**src/rtl/pc_pkg.sv**
```systemverilog
// Shared types and constants for the program-counter controller.
// PC_W is the address width; RESET_VEC_DEF seeds the reset vector.
package pc_pkg;

   localparam int PC_W = 16;
   localparam logic [PC_W-1:0] RESET_VEC_DEF = 16'h0000;

   typedef enum logic [1:0] {
      IDLE,
      FETCH,
      EXEC
   } state_t;

endpackage

```
**src/rtl/pc_ctrl_ret_stack.sv**
```systemverilog
// LIFO of return addresses for the program-counter controller.
// Pushing when full and popping when empty leave the contents untouched.
module ret_stack
   import pc_pkg::*;
#(
   parameter int DEPTH = 4
) (
   input  logic            clk,
   input  logic            rst_n,
   input  logic            push,
   input  logic            pop,
   input  logic [PC_W-1:0] din,
   output logic [PC_W-1:0] dout,
   output logic            full,
   output logic            empty
);

   localparam int CW = $clog2(DEPTH + 1);
   localparam int AW = $clog2(DEPTH);

   logic [PC_W-1:0] mem [DEPTH];
   logic [CW-1:0]   cnt;
   logic [AW-1:0]   wr_idx;
   logic [AW-1:0]   top_idx;

   assign full    = (cnt == CW'(DEPTH));
   assign empty   = (cnt == '0);
   assign wr_idx  = AW'(cnt);
   assign top_idx = AW'(cnt - 1'b1);
   assign dout    = empty ? '0 : mem[top_idx];

   always_ff @(posedge clk or negedge rst_n) begin
      if (!rst_n) begin
         cnt <= '0;
         for (int i = 0; i < DEPTH; i++) begin
            mem[i] <= '0;
         end
      end else if (push && !full) begin
         mem[wr_idx] <= din;
         cnt         <= cnt + 1'b1;
      end else if (pop && !empty) begin
         cnt <= cnt - 1'b1;
      end
   end

endmodule

```
**src/rtl/pc_ctrl.sv**
```systemverilog
// Program-counter sequencer: IDLE -> FETCH -> EXEC with jump/call/return.
// Build with PC_CALL_STACK_EN to enable call/return via the return stack.
module pc_ctrl
   import pc_pkg::*;
#(
   parameter logic [PC_W-1:0] RESET_VEC   = RESET_VEC_DEF,
   parameter int              STACK_DEPTH = 4
) (
   input  logic            i_clk,
   input  logic            i_rstN,
   input  logic            i_cond,
   input  logic            i_isJump,
   input  logic            i_isCall,
   input  logic            i_isRet,
   input  logic [PC_W-1:0] i_jTarget,
   input  logic            i_imemAck,
   input  logic            i_stall,
   output logic [PC_W-1:0] o_pc,
   output logic            o_fetchReq,
   output logic            o_flush,
   output logic            o_stackErr
);

   state_t          state_q, state_d;
   logic [PC_W-1:0] pc_q, pc_d, pc_inc;
   logic            flush_q, flush_d;
   logic            err_q, err_d;
   logic            push, pop;
   logic            is_call, is_ret;
   logic            st_full, st_empty;
   logic [PC_W-1:0] st_top;

`ifdef PC_CALL_STACK_EN
   assign is_call = i_isCall;
   assign is_ret  = i_isRet;

   ret_stack #(
      .DEPTH (STACK_DEPTH)
   ) u_stack (
      .clk   (i_clk),
      .rst_n (i_rstN),
      .push  (push),
      .pop   (pop),
      .din   (pc_inc),
      .dout  (st_top),
      .full  (st_full),
      .empty (st_empty)
   );
`else
   logic unused_ok;

   assign is_call   = 1'b0;
   assign is_ret    = 1'b0;
   assign st_full   = 1'b0;
   assign st_empty  = 1'b1;
   assign st_top    = '0;
   assign unused_ok = ^{i_isCall, i_isRet, push, pop};
`endif

   assign pc_inc     = pc_q + 16'd1;
   assign o_pc       = pc_q;
   assign o_fetchReq = (state_q == FETCH);
   assign o_flush    = flush_q;
   assign o_stackErr = err_q;

   always_ff @(posedge i_clk or negedge i_rstN) begin
      if (!i_rstN) begin
         state_q <= IDLE;
         pc_q    <= RESET_VEC;
         flush_q <= 1'b0;
         err_q   <= 1'b0;
      end else begin
         state_q <= state_d;
         pc_q    <= pc_d;
         flush_q <= flush_d;
         err_q   <= err_d;
      end
   end

   always_comb begin
      state_d = state_q;
      pc_d    = pc_q;
      flush_d = 1'b0;
      err_d   = 1'b0;
      push    = 1'b0;
      pop     = 1'b0;
      unique case (state_q)
         IDLE: state_d = FETCH;
         FETCH: begin
            if (i_imemAck) state_d = EXEC;
         end
         EXEC: begin
            if (!i_stall) begin
               state_d = FETCH;
               if (is_ret) begin
                  // Underflow falls through as a plain sequential step
                  if (st_empty) begin
                     pc_d  = pc_inc;
                     err_d = 1'b1;
                  end else begin
                     pc_d    = st_top;
                     flush_d = 1'b1;
                     pop     = 1'b1;
                  end
               end else if (is_call) begin
                  pc_d    = i_jTarget;
                  flush_d = 1'b1;
                  push    = !st_full;
                  err_d   = st_full;
               end else if (i_isJump && i_cond) begin
                  pc_d    = i_jTarget;
                  flush_d = 1'b1;
               end else begin
                  pc_d = pc_inc;
               end
            end
         end
         default: state_d = IDLE;
      endcase
   end

endmodule

```
**config.mk**
```make
export PLATFORM = sky130hd
export DESIGN_NAME = pc_ctrl
export DESIGN_NICKNAME = d
export VERILOG_FILES = /design/src/rtl/pc_pkg.sv /design/src/rtl/pc_ctrl_ret_stack.sv /design/src/rtl/pc_ctrl.sv
export SDC_FILE = /design/constraint.sdc
export NUM_CORES = 1
export LEC_CHECK = 0
export CAP_MARGIN = 25
export CORE_MARGIN = 8
export CORE_UTILIZATION = 40
export CTS_CLUSTER_DIAMETER = 100
export DETAILED_ROUTE_END_ITERATION = 10
export PLACE_DENSITY = 0.76
export SLEW_MARGIN = 20
export SYNTH_ARGS = -nofsm -noshare
export SYNTH_HDL_FRONTEND = slang
export SYNTH_SLANG_ARGS = --single-unit
```
**constraint.sdc**
```tcl
create_clock -name i_clk -period 2 [get_ports i_clk]
set_clock_uncertainty 0.1 [all_clocks]
set_input_delay 0.4 -clock i_clk [delete_from_list [all_inputs] [get_ports i_clk]]
set_output_delay 0.4 -clock i_clk [all_outputs]
set_load 0.05 [all_outputs]
```
Yosys cells after proc, flatten, opt, wreduce, memory -nomap -nowiden
Index checks and enable logic that the tools add are counted.
W data, S select, Z words.
Word-level totals
  word-level logic and storage cells: 20
  input bits: 24
  output and inout port bits: 19
  register bits: 19
Cells by class
  eq/ne operators: 4
  muxes and demuxes: 7
  bitwise gates (word level): 1
  add/sub/neg operators: 1
  reduce and logical (&&, ||, !) cells: 4
Operator list (count)
  $add A16 B1 Y16 const B: 1
  $mux W16: 1
  $pmux W2 S3: 1
  $mux W2: 2
  $ne A2 B2 Y1 const B: 2
  $reduce_and A2 Y1: 2
  $mux W1: 3
  $eq A2 B1 Y1 const B: 1
  $eq A2 B2 Y1 const B: 1
  $logic_not A2 Y1: 1
  $logic_and A1 B1 Y1: 1
  $not A1 Y1: 1

Depth between registers and ports, before layout
Gate-level depths: netlist of run 1.
  depth after elaboration: 4
  gate-level depth with buffers: 6
  mapped depth without buffers: 5

Least setup slack after synthesis of run 1
No wires, ideal clock.
  path kind: register to register
  start: reg pc_q[0], in the netlist o_pc[0]
  end: reg pc_q[14], in the netlist o_pc[14]
  path buffers: 1
  arrival: 1762 ps
  setup slack: 10 ps
  cell stages (with the launch flop): 7
  required time: 1772 ps
  setup time: 128 ps
  period minus slack after synthesis: 1990 ps
  cell sequence: dfrtp_1 > ha_1 > and4_1 > buf_2 > nand3_1 > o32ai_1 > a2bb2oi_1
On the way
  longest elaborated chain between the ends: 2
Ends and longest elaborated chain
  from (decl): RTL line pc_ctrl.sv:25  | logic [PC_W-1:0] pc_q, pc_d, pc_inc;
  from (signal assigned): RTL line pc_ctrl.sv:74  | pc_q <= pc_d;
  $add A16 B1 Y16: RTL line pc_ctrl.sv:60  | assign pc_inc = pc_q + 16'd1;
  $mux W16: RTL line pc_ctrl.sv:110  | end else if (i_isJump && i_cond) begin
Every way passes these cells.
A chain may end at the register's enable or synchronous reset.

Final worst setup path of run 1
  start: reg flush_q, in the netlist o_flush
  end: out o_flush
RTL lines
  from (decl): RTL line pc_ctrl.sv:26  | logic flush_q, flush_d;
  from (signal assigned): RTL line pc_ctrl.sv:75  | flush_q <= flush_d;
  to (decl): RTL line pc_ctrl.sv:20  | output logic o_flush,
No word-level cell between the ends.

==> results of run 1 <==
[cells in the final DEF, fill, tap and decap left out, types with 2 or more instances in the layout]
cell and count:
a21oi_1 13, a2bb2oi_1 5, a31oi_1 3, a32oi_1 3, and2_1 4, and4_1 2, buf_4 26, clkbuf_4 3
clkdlybuf4s50_1 22, dfrtp_1 19, nand2_1 8, nand3_1 7, nand4_1 6, nor2_1 11, nor3_1 2, nor3b_1 2
o21ai_0 7, o21ai_1 6, o22a_1 3, o22ai_1 3
[path summary, 6_finish.rpt]
kind,start,slack (ns),depth (start not counted),endpoint
worst max-delay path,o_flush,0.05,1,o_flush
worst min-delay path,i_rstN,0.31,2,o_pc[4]
worst max register to register,o_pc[0],0.14,5,o_pc[14]
worst min register to register,o_pc[15],0.45,1,o_pc[15]
max in group asynchronous,i_rstN,1.27,2,o_pc[9]
min in group i_clk,o_pc[15],0.45,1,o_pc[15]
[metal layers]
| layer | up-vias | wire length, um | GRT usage [%] |
|---|---|---|---|
| met5 | - | 0 | 0 |
| met2 | 41 | 1670 | 22.3 |
| met1 | 592 | 1540 | 17.0 |
| met4 | 0 | 24 | 2.68 |
| li1 | 593 | - | - |
| met3 | 6 | 198 | 3.39 |
[cell type report]
cell class	count	area share [%]
multi-input combinational	103	39.1
sequential	19	29.6
timing repair buffer	49	27.1
tap	31	2.41
clock buffer	4	1.63
inverter	1	0.233
[kinds of logic (layout without fill, tap and decap cells)]
family                   Yosys count  after routing  share of synthesized area [%]
AND/OR/NAND/NOR                   53             53                           25.7
AO/OA/AOI/OAI                     48             48                           25.8
flip-flops                        19             19                           40.0
buffers and inverters             12             54                           7.16
adder cells (fa/ha/maj)            1              1                           1.05
other                              1              1                          0.315
[stage by stage]
stage               power [mW]  setup slack [ns]  cell area (um^2)  std cells  util (%)
floorplan                 1.67            0.0102              1190        134         -
global placement          2.09             0.116              1580        203      56.9
detailed placement        2.11             0.119              1580        203      56.9
CTS                       2.31            0.0414              1610        207      57.8
global route              2.44            0.0243              1610        207      57.8
finish                    2.31            0.0531              1610        207      57.8
[sequential cells by signal, indices dropped and copies added, names as in the netlist]
signal and flops:
o_flush 1, o_pc 16, state_q 2
[power breakdown]
part | internal [mW] | total (mW) | switching (mW)
registers | 0.548 | 0.796 | 0.248
clock network | 0.0778 | 0.208 | 0.131
logic | 0.452 | 1.31 | 0.854
==> qor.yml, run 1 <==
routedWlPerCell_um: 16.6
multiInputGateArea_um2: 628
status: "finished clean"
yosysMostFrequentCell: "dfrtp_1"
min_period_ns: 1.95
synth_largest_area_cell: "dfrtp_1"
num_vias: 1232
grt_pass1_wl_um: 5680
cts_buffers: 3
crit_buf_inv: 1
ys_seq_area_share_pct: 40.0
cp-start-kind: "register"
syn2layout_area_growth_pct: 35.3
grt_max_degree: 20
initial_core_util_pct: 42.7
pin_count: 43
layout.nets: 202
die_y_um: 70.5
crit_path_cell_trace: "clkdlybuf4s50_1"
cts-root-buf: "clkbuf_4"
rsz0062_at_grt: "no"
crit_family: "buffers and inverters"
hold_violations: 0
clk_path_buf_depth: 2
yosys_most_used_dff: "dfrtp_1"
path_clk_slew_ns: 0.12
clock-sinks: 19
syn-instance-count: 134
power_density_nw_per_um2: 1440
max_cap_violations: 0
worstPathMaxFanout: 1
leakagePower_nw: 0.640
worstSkewPairLatency_ns: 0.31
slew_violations: 0
postRouteAntennaNets: 0
rows: 19
yosys_warnings: 0
syn_avg_cell_area_um2: 8.87
synth_area_leaders: "dfrtp_1 (40%), a21oi_1 (5.5%), a2bb2oi_1 (3.7%)"
hold_ws_ns: 0.310
h-tree-depth: 1
n_antenna_cell: 0
cts_tree: "done"
core_area_um2: 2780
synth_common_cells: "dfrtp_1 (19), a21oi_1 (13), nor2_1 (11), nand2_1 (8)"
cts_setup_buffers: 0
setup_tns_ns: 0
hp-class: "in2async"
io_buffers: 39
max_stage_delay_ns: 0.79
grt_pass1_vias: 1191
first_pass_iters: 4
path_class: "reg2out"
synth_edf_count: 0
grtUsageTotal_pct: 13.4
grt-ovfl-total: 0
post_cts_resized: 0
async_flop_share_pct: 100
setup_viol: 0
final_layout_size_suffix_gt1_share_pct: 21.0
vias_per_cell: 5.95
yosys_register_bits: 19
gp_congestion: 0.894
syn_area_um2: 1190
regArea_um2: 475
hpwl_um: 2550
finalCritPeriodShare_pct: 97.3
cp_slowest_cell: "clkdlybuf4s50_1"
yosysUniqueCellTypes: 41
die-area_um2: 4970
cts_hold_buffers: 0
wl_um: 3440
fmaxAchievable_ghz: 0.514
dr.first_iter.drc_count: 65
ir_drop_mv: 0.906
synth_top_cell_area_share_pct: 40.0
end_kind: "output pin"
dieWidth_um: 70.5
syn_nets: 159
crit_required_ns: 1.50
fill_cells: 261
remaining_drc_errors: 0
antenna_found_initial: 0
cp.arrival_ns: 1.45
No activity file was read; power rests on OpenSTA's default activity.
==> run 2, diff against run 1 <==
--- a/config.mk
+++ b/config.mk
@@ -14,4 +14,5 @@
 export SLEW_MARGIN = 20
 export SYNTH_ARGS = -nofsm -noshare
 export SYNTH_HDL_FRONTEND = slang
+export SYNTH_HIERARCHICAL = 1
 export SYNTH_SLANG_ARGS = --single-unit
==> results of run 2 <==
Same layout as run 1: the final DEF is identical, and so are final timing and power.
Main changes from that run: Yosys warning count 0 -> 6
